File: config.mk
export PLATFORM = sky130hd
export DESIGN_NAME = stage_sequencer
export DESIGN_NICKNAME = d
export VERILOG_FILES = /design/src/rtl/stage_pkg.sv /design/src/rtl/stage_wait_counter.sv /design/src/rtl/stage_sequencer.sv
export SDC_FILE = /design/constraint.sdc
export NUM_CORES = 1
export LEC_CHECK = 0
export CAP_MARGIN = 20
export CORE_MARGIN = 5
export CORE_UTILIZATION = 48
export CTS_CLUSTER_SIZE = 16
export DETAILED_ROUTE_END_ITERATION = 8
export PLACE_DENSITY_LB_ADDON = 0.15
export SYNTH_ARGS = -nofsm -noshare
export SYNTH_HDL_FRONTEND = slang
export SYNTH_SLANG_ARGS = --single-unit
File: constraint.sdc
create_clock -name Clock -period 3.27 [get_ports Clock]
set_input_delay 0.654 -clock Clock [delete_from_list [all_inputs] [get_ports Clock]]
set_output_delay 0.654 -clock Clock [all_outputs]
set_load 0.1 [all_outputs]
File: src/rtl/stage_pkg.sv
// Shared definitions for the five-stage instruction sequencer: stage encodings,
// wait-counter width and the packed bundle of datapath enables.
package stage_pkg;

    localparam int STAGE_W = 3;
    localparam int WAIT_W  = 4;

    typedef enum logic [STAGE_W-1:0] {
        ST_FETCH     = 3'd1,
        ST_DECODE    = 3'd2,
        ST_EXECUTE   = 3'd3,
        ST_MEMORY    = 3'd4,
        ST_WRITEBACK = 3'd5
    } stage_e;

    typedef struct packed {
        logic ir;
        logic pc;
        logic rom1_rd;
        logic ra;
        logic rb;
        logic rz;
        logic rm;
        logic ry;
        logic ram1_wr;
        logic rf_write;
    } stage_en_t;

endpackage

File: src/rtl/stage_wait_counter.sv
// Counts MEMORY-stage wait cycles up to a limit and saturates there;
// done is high whenever the count has reached the limit.
module stage_wait_counter
    import stage_pkg::*;
(
    input  logic              Clock,
    input  logic              Reset_L,
    input  logic              clear,
    input  logic              enable,
    input  logic [WAIT_W-1:0] limit,
    output logic              done
);

    logic [WAIT_W-1:0] count_q;
    logic [WAIT_W-1:0] count_d;

    always_comb begin
        count_d = count_q;
        if (clear) begin
            count_d = '0;
        end else if (enable && (count_q != limit)) begin
            count_d = count_q + WAIT_W'(1);
        end
    end

    always_ff @(posedge Clock) begin
        if (!Reset_L) begin
            count_q <= '0;
        end else begin
            count_q <= count_d;
        end
    end

    assign done = (count_q == limit);

endmodule

File: src/rtl/stage_sequencer.sv
// Five-stage (FETCH..WRITEBACK) instruction sequencer decoding per-stage
// datapath enables, with stall/flush control, NOP handling and a retire counter.
module stage_sequencer
    import stage_pkg::*;
#(
    parameter int MEM_WAIT = 0,
    parameter int NOP_SKIP = 1,
    parameter int CNT_W    = 8
) (
    input  logic               Clock,
    input  logic               Reset_L,
    input  logic               Stall,
    input  logic               Flush,
    input  logic               NOP_FLAG,
    input  logic               WillWriteTo_Memory_H_RF_L,
    input  logic               Mem_Ready,
    output logic [STAGE_W-1:0] Stage,
    output logic               IR_Enable,
    output logic               PC_Enable,
    output logic               ROM1_Read,
    output logic               RA_Enable,
    output logic               RB_Enable,
    output logic               RZ_Enable,
    output logic               RM_Enable,
    output logic               RY_Enable,
    output logic               RAM1_Write_L,
    output logic               RF_WRITE,
    output logic               Instr_Done,
    output logic [CNT_W-1:0]   Instr_Count
);

    localparam logic [WAIT_W-1:0] WAIT_LIMIT = MEM_WAIT[WAIT_W-1:0];
    localparam logic              SKIP_NOPS  = (NOP_SKIP != 0);

    stage_e     state_q, state_d;
    logic       nop_q, nop_d;
    logic [CNT_W-1:0] cnt_q, cnt_d;
    stage_en_t  en;
    stage_en_t  en_out;
    logic       done_raw;
    logic       wait_clear;
    logic       wait_en;
    logic       wait_done;

    stage_wait_counter u_wait (
        .Clock   (Clock),
        .Reset_L (Reset_L),
        .clear   (wait_clear),
        .enable  (wait_en),
        .limit   (WAIT_LIMIT),
        .done    (wait_done)
    );

    // Mem_Ready handshake: MEMORY completes in the single cycle where the wait
    // count has reached MEM_WAIT and Mem_Ready is high; it is ignored elsewhere.
    always_comb begin
        state_d    = state_q;
        nop_d      = nop_q;
        wait_clear = 1'b0;
        wait_en    = 1'b0;
        en         = '0;
        done_raw   = 1'b0;

        if (Flush) begin
            state_d    = ST_FETCH;
            nop_d      = 1'b0;
            wait_clear = 1'b1;
        end else if (!Stall) begin
            case (state_q)
                ST_FETCH: begin
                    en.ir      = 1'b1;
                    en.pc      = 1'b1;
                    en.rom1_rd = 1'b1;
                    nop_d      = 1'b0;
                    state_d    = ST_DECODE;
                end
                ST_DECODE: begin
                    if (NOP_FLAG && SKIP_NOPS) begin
                        done_raw = 1'b1;
                        state_d  = ST_FETCH;
                    end else begin
                        nop_d   = NOP_FLAG;
                        en.ra   = !NOP_FLAG;
                        en.rb   = !NOP_FLAG;
                        state_d = ST_EXECUTE;
                    end
                end
                ST_EXECUTE: begin
                    en.rz      = !nop_q;
                    en.rm      = !nop_q;
                    wait_clear = 1'b1;
                    state_d    = ST_MEMORY;
                end
                ST_MEMORY: begin
                    // A walking NOP keeps normal MEMORY timing, just without enables.
                    wait_en = 1'b1;
                    if (wait_done && Mem_Ready) begin
                        en.ry      = !nop_q;
                        en.ram1_wr = !nop_q && WillWriteTo_Memory_H_RF_L;
                        state_d    = ST_WRITEBACK;
                    end
                end
                ST_WRITEBACK: begin
                    en.rf_write = !nop_q && !WillWriteTo_Memory_H_RF_L;
                    done_raw    = 1'b1;
                    nop_d       = 1'b0;
                    state_d     = ST_FETCH;
                end
                default: begin
                    nop_d      = 1'b0;
                    wait_clear = 1'b1;
                    state_d    = ST_FETCH;
                end
            endcase
        end
    end

    always_comb begin
        cnt_d = cnt_q;
        if (Instr_Done) begin
            cnt_d = cnt_q + CNT_W'(1);
        end
    end

    always_ff @(posedge Clock) begin
        if (!Reset_L) begin
            state_q <= ST_FETCH;
            nop_q   <= 1'b0;
            cnt_q   <= '0;
        end else begin
            state_q <= state_d;
            nop_q   <= nop_d;
            cnt_q   <= cnt_d;
        end
    end

    // Stall and Flush already suppress enables above; reset is gated here.
    assign en_out     = Reset_L ? en : '0;
    assign Instr_Done = Reset_L && done_raw;

    assign Stage        = state_q;
    assign IR_Enable    = en_out.ir;
    assign PC_Enable    = en_out.pc;
    assign ROM1_Read    = en_out.rom1_rd;
    assign RA_Enable    = en_out.ra;
    assign RB_Enable    = en_out.rb;
    assign RZ_Enable    = en_out.rz;
    assign RM_Enable    = en_out.rm;
    assign RY_Enable    = en_out.ry;
    assign RAM1_Write_L = en_out.ram1_wr;
    assign RF_WRITE     = en_out.rf_write;
    assign Instr_Count  = cnt_q;

endmodule

==> flow_metrics.env, run 1 <==
export IMPL_synthesis_area_sq_um=918
export IMPL_required_ns=2.62
export IMPL_cts_resized=0
export IMPL_ios=29
export IMPL_path_buf_inv=2
export IMPL_num_vias=847
export IMPL_gp_congestion=0.850
export IMPL_route_detailed_drc=0
export IMPL_clkTransAtPathRegs_ns=0.08
export IMPL_regToRegStartpoint="u_wait.count_q[0]"
export IMPL_grt_first_pass_wirelength_mm=3.68
export IMPL_drt_iter0_drc=12
export IMPL_seq_area_frac_synth_pct=32.7
export IMPL_cp_start_kind="primary input"
export IMPL_dp_hpwl_mm=1.66
export IMPL_r2r_end="u_wait.count_q[1]"
export IMPL_hold_end="Instr_Count[4]"
export IMPL_reg2regPathDepth=6
export IMPL_fin_tns_setup_ns=0
export IMPL_synth_edf_count=0
export IMPL_worst_pin_slew_ns=0.508
export IMPL_power_density_mw_per_mm2=267
export IMPL_min_from="Instr_Count[4]"
export IMPL_yosysWarnings=0
export IMPL_hold_path_depth=1
export IMPL_slew_viol_final=0
export IMPL_clockBufferDepth=2
export IMPL_cts_tree="yes"
export IMPL_start_util_pct=52.1
export IMPL_power_leakage_uw=0.000536
export IMPL_hold_viol_final=0
export IMPL_antenna_found_initial=0
export IMPL_finalSetupViolCount=0
export IMPL_rsz0062_at_grt="false"
export IMPL_clk_latency_ns=0.29
export IMPL_drive_above_1_share_pct=35.1
export IMPL_synth_cell_type_count=34
export IMPL_grt_pass1_vias=834
export IMPL_synthCells=106
export IMPL_wl_mm=2.14
export IMPL_die_w_um=53.7
export IMPL_ys_ff_latch=15
export IMPL_status="finished clean"
export IMPL_crit_path_end_kind="output port"
export IMPL_regToRegSetupSlack_ns=1.52
export IMPL_arrival_ns=2.45
export IMPL_grt_max_degree=13
export IMPL_antenna_diode_count=0
export IMPL_cts_max_level=1
export IMPL_cts_buffers=3
export IMPL_dr_pass1_iters=5
export IMPL_synth_main_ff_cell="dfxtp_1"
export IMPL_std_cell_rows=15
export IMPL_synth_nets=116
export IMPL_worst_hold_slack_ns=0.494
export IMPL_io_buffers=28
export IMPL_period_share_pct=94.8
export IMPL_crit_family="simple AND/OR/NAND/NOR gates"
export IMPL_slew_headroom_pct=65.8
export IMPL_hp_class="reg -> reg"
export IMPL_routed_via_density=5.33
export IMPL_cp_slowest_stage_delay_ns=0.49
export IMPL_postSynthAreaPerCell_sq_um=8.66
export IMPL_cpMaxStageDelayCell="clkdlybuf4s50_1"
export IMPL_layout_common_cells="buf_4, dfxtp_1, buf_12"
export IMPL_post_drt_wl_per_cell_um=13.5
export IMPL_ys_async_sr_fraction_pct=0
export IMPL_fin_util_pct=77.3
export IMPL_gr_total_overflow=0
export IMPL_finalClockSkew_ns=0.0126
export IMPL_cts_root_buf="clkbuf_4"
export IMPL_dieArea_sq_mm=0.00289
export IMPL_path_class="in -> out"
export IMPL_power_total_uw=365
export IMPL_cts_setup_buffers=0
export IMPL_period_minus_slack_ns=3.10
export IMPL_irDropWorstVdd_v=0.000216
export IMPL_hold_buffers=0
export IMPL_area_delta_synth_final_pct=48.5
export IMPL_crit_fanout=2
export IMPL_cap_violations=0
export IMPL_crit_chain="clkdlybuf4s50_1, or3b_4, or2_2, nor4_4, buf_12"
export IMPL_fmax_mhz=322
export IMPL_ant_nets=0
export IMPL_die_h_um=53.7
export IMPL_nNetsFinal=145
export IMPL_core_sq_mm=0.00176
export IMPL_cts_sinks=15
export IMPL_final_common_cell="buf_4"
export IMPL_track_usage_pct=17.2
sequential cells by signal (all words and copies together), names as in the netlist:
name / cells
Instr_Count: 8
Stage: 3
u_wait.count_q: 4
per-layer routing:
layer  track usage (%)  wire (um)
met4              7.23         36
met3              3.60        146
met5                 0          0
met1              21.9        932
met2              28.0       1030
cells by family (layout without fill, tap and decap cells):
| group | count (synthesis) | count (layout) | share of synthesized area, % |
|---|---|---|---|
| adders and majority gates | 3 | 3 | 4.09 |
| and+or+nand+nor | 51 | 51 | 31.2 |
| AOI/OAI and AO/OA | 12 | 12 | 11.2 |
| xor gates and xnor gates | 7 | 7 | 6.68 |
| DFF | 15 | 15 | 32.7 |
| buffers and inverters | 12 | 40 | 7.63 |
| muxes | 6 | 6 | 6.54 |
synth_stat cells, types with 3 or more instances:
library cell	count	area, sq um
dfxtp_1	15	300
nor2_1	12	45.0
nand2_1	9	33.8
mux2i_1	6	60.1
and2_1	5	31.3
buf_4	4	30.0
nand2b_1	4	25.0
xor2_1	4	35.0
a2111oi_2	3	45.0
ha_1	3	37.5
inv_1	3	11.3
nand4_1	3	18.8
xnor2_1	3	26.3
how the worst max path moves through the flow:
stage | start | depth (start not counted) | end | slack [ns]
CTS | Reset_L | 5 | RB_Enable | 0.17
detailed placement | Reset_L | 5 | RB_Enable | 0.17
global route | Reset_L | 7 | RAM1_Write_L | 0.07
global placement | Reset_L | 5 | RB_Enable | 0.20
floorplan | Stall | 5 | RB_Enable | -0.44
finish | Reset_L | 5 | RB_Enable | 0.17
metrics by stage:
step	cell area, sq um	cells	setup slack [ns]
detailed placement	1340	155	0.170
finish	1360	159	0.169
global placement	1340	155	0.197
global route	1360	159	0.0703
floorplan	963	106	-0.438
CTS	1360	159	0.170
worst register-to-register path: stages (launching register included):
cell	delay, ns
dfxtp_1	0.40
inv_1	0.06
ha_1	0.22
nor3b_1	0.15
nor4_2	0.49
mux2i_1	0.25
nor2_1	0.05
where the power goes:
part / switching [uW] / leakage, uW / internal [uW]
registers: 4.10 / 0.000122 / 184
clock network: 62.1 / 0.0000177 / 45.5
logic: 43.1 / 0.000396 / 25.8
cell type report:
class	instances	area (sq um)
Multi-Input combinational cell	79	591
Timing Repair Buffer	33	400
Fill cell	139	400
Sequential cell	15	303
Tap cell	25	31.3
Clock buffer	3	22.5
Inverter	3	11.3
Clock inverter	1	5.00
(Power assumes the default switching activity.)
==> run 2, diff against run 1 <==
--- a/config.mk
+++ b/config.mk
@@ -6,8 +6,8 @@
 export NUM_CORES = 1
 export LEC_CHECK = 0
 export CAP_MARGIN = 20
-export CORE_MARGIN = 5
-export CORE_UTILIZATION = 48
+export CORE_MARGIN = 3
+export CORE_UTILIZATION = 45
 export CTS_CLUSTER_SIZE = 16
 export DETAILED_ROUTE_END_ITERATION = 8
 export PLACE_DENSITY_LB_ADDON = 0.15
==> constraint.sdc (replaced) <==
create_clock -name Clock -period 3.54 [get_ports Clock]
set_input_delay 0.708 -clock Clock [delete_from_list [all_inputs] [get_ports Clock]]
set_output_delay 0.708 -clock Clock [all_outputs]
set_load 0.1 [all_outputs]
==> run 2 against run 1 <==
Flip-flop and latch count stayed put; sequential power is 7% lower; sequential share of layout area hardly changed; clock-buffer cell count stayed put; die area is 9.3% lower; global-route usage is 1.4 points lower; largest power group unchanged; register-to-register slack better by 0.24 ns.
==> flow_metrics.env, run 2 (synthesized netlist as in run 1, its figures left out) <==
export IMPL_clockBufferDepth=2
export IMPL_cts_tree="yes"
export IMPL_arrival_ns=2.52
export IMPL_dieArea_sq_mm=0.00262
export IMPL_finalClockSkew_ns=0.0152
export IMPL_die_w_um=51.2
export IMPL_area_delta_synth_final_pct=48.1
export IMPL_grt_pass1_vias=796
export IMPL_grt_first_pass_wirelength_mm=3.28
export IMPL_ant_nets=0
export IMPL_cp_start_kind="primary input"
export IMPL_layout_common_cells="clkdlybuf4s50_1, dfxtp_1, buf_12"
export IMPL_slew_headroom_pct=34.7
export IMPL_worst_pin_slew_ns=0.976
export IMPL_clk_latency_ns=0.29
export IMPL_irDropWorstVdd_v=0.000221
export IMPL_cap_violations=0
export IMPL_final_common_cell="clkdlybuf4s50_1"
export IMPL_rsz0062_at_grt="false"
export IMPL_std_cell_rows=15
export IMPL_period_share_pct=91.1
export IMPL_wl_mm=1.94
export IMPL_hold_path_depth=2
export IMPL_cts_sinks=15
export IMPL_path_class="in -> out"
export IMPL_dp_hpwl_mm=1.50
export IMPL_cts_resized=0
export IMPL_antenna_diode_count=0
export IMPL_gp_congestion=0.800
export IMPL_wl_met2_um=926
export IMPL_fmax_mhz=310
export IMPL_nNetsFinal=142
export IMPL_core_sq_mm=0.00182
export IMPL_hold_viol_final=0
export IMPL_status="finished clean"
export IMPL_period_minus_slack_ns=3.22
export IMPL_crit_fanout=5
export IMPL_reg2regPathDepth=6
export IMPL_gr_total_overflow=0
export IMPL_io_buffers=28
export IMPL_finalSetupViolCount=0
export IMPL_clkTransAtPathRegs_ns=0.09
export IMPL_cts_max_level=1
export IMPL_largest_reg_flops=8
export IMPL_dr_pass1_iters=5
export IMPL_seqCellArea_sq_um=302
export IMPL_start_util_pct=50.4
export IMPL_dr_wl_met3_um=107
export IMPL_drive_above_1_share_pct=26.0
export IMPL_cts_root_buf="clkbuf_4"
export IMPL_multiInputGateArea_sq_um=586
export IMPL_routed_via_density=5.25
export IMPL_hp_class="reg -> reg"
export IMPL_antenna_found_initial=0
export IMPL_die_h_um=51.2
export IMPL_top_layer="met4"
export IMPL_fillers=134
export IMPL_hold_buffers=0
export IMPL_crit_path_end_kind="output port"
export IMPL_fin_util_pct=74.7
export IMPL_drt_iter0_drc=13
export IMPL_post_drt_wl_per_cell_um=12.4
export IMPL_power_density_mw_per_mm2=250
export IMPL_cts_buffers=3
export IMPL_grt_max_degree=13
export IMPL_num_vias=819
export IMPL_power_total_uw=339
export IMPL_required_ns=2.83
export IMPL_ios=29
export IMPL_power_leakage_uw=0.000498
export IMPL_route_detailed_drc=0
export IMPL_track_usage_pct=15.9
export IMPL_wl_met1_um=890
export IMPL_cts_setup_buffers=0
export IMPL_slew_viol_final=0
==> run 2: layer usage <==
layer / GRT usage, % / up-vias
met3: 4.08 / 4
met5: 0 / -
li1: - / 417
met2: 25.1 / 22
met1: 20.6 / 376
met4: 5.83 / 0
==> run 2: worst max-delay path: stages <==
cell and delay, ns:
clkdlybuf4s50_1 0.50, or3b_4 0.46, or2_2 0.33, nor4_4 0.28, buf_12 0.23
==> run 2: per-stage QoR <==
step / hold slack, ns / setup TNS (ns) / setup WS (ns) / cell area [sq um] / std cells
global placement: 0.470 / 0 / 0.354 / 1330 / 152
CTS: 0.516 / 0 / 0.309 / 1360 / 156
global route: 0.549 / 0 / 0.224 / 1360 / 156
detailed placement: 0.493 / 0 / 0.317 / 1330 / 152
floorplan: 0.499 / -0.347 / -0.269 / 957 / 106
finish: 0.511 / 0 / 0.315 / 1360 / 156
==> run 2: layout make-up <==
type,count,share of cell area (%)
inverters,3,0.828
flip-flops and latches,15,22.2
clock buffers,3,1.66
repair buffers,30,29.4
clock inverters,1,0.552
multi-input cells,79,43.1
well taps,25,2.30
==> run 2: where the power goes <==
group          internal [uW]  switching [uW]  total (uW)
sequential               170            3.63         174
combinational           22.5            39.0        61.5
clock                   43.0            61.3         104
total                    235             104         339
==> run 2: final timing paths <==
path,startpoint,endpoint,slack (ns)
setup / recovery,Flush,RB_Enable,0.32
hold / removal,Instr_Count[4],Instr_Count[4],0.51
setup reg to reg,u_wait.count_q[0],u_wait.count_q[2],1.76
hold reg to reg,Instr_Count[4],Instr_Count[4],0.51
==> run 3, diff against run 2 <==
--- a/config.mk
+++ b/config.mk
@@ -5,7 +5,7 @@
 export SDC_FILE = /design/constraint.sdc
 export NUM_CORES = 1
 export LEC_CHECK = 0
-export CAP_MARGIN = 20
+export CAP_MARGIN = 15
 export CORE_MARGIN = 3
 export CORE_UTILIZATION = 45
 export CTS_CLUSTER_SIZE = 16
==> results of run 3 <==
No change in the layout: final DEF, timing and power equal those of run 2.
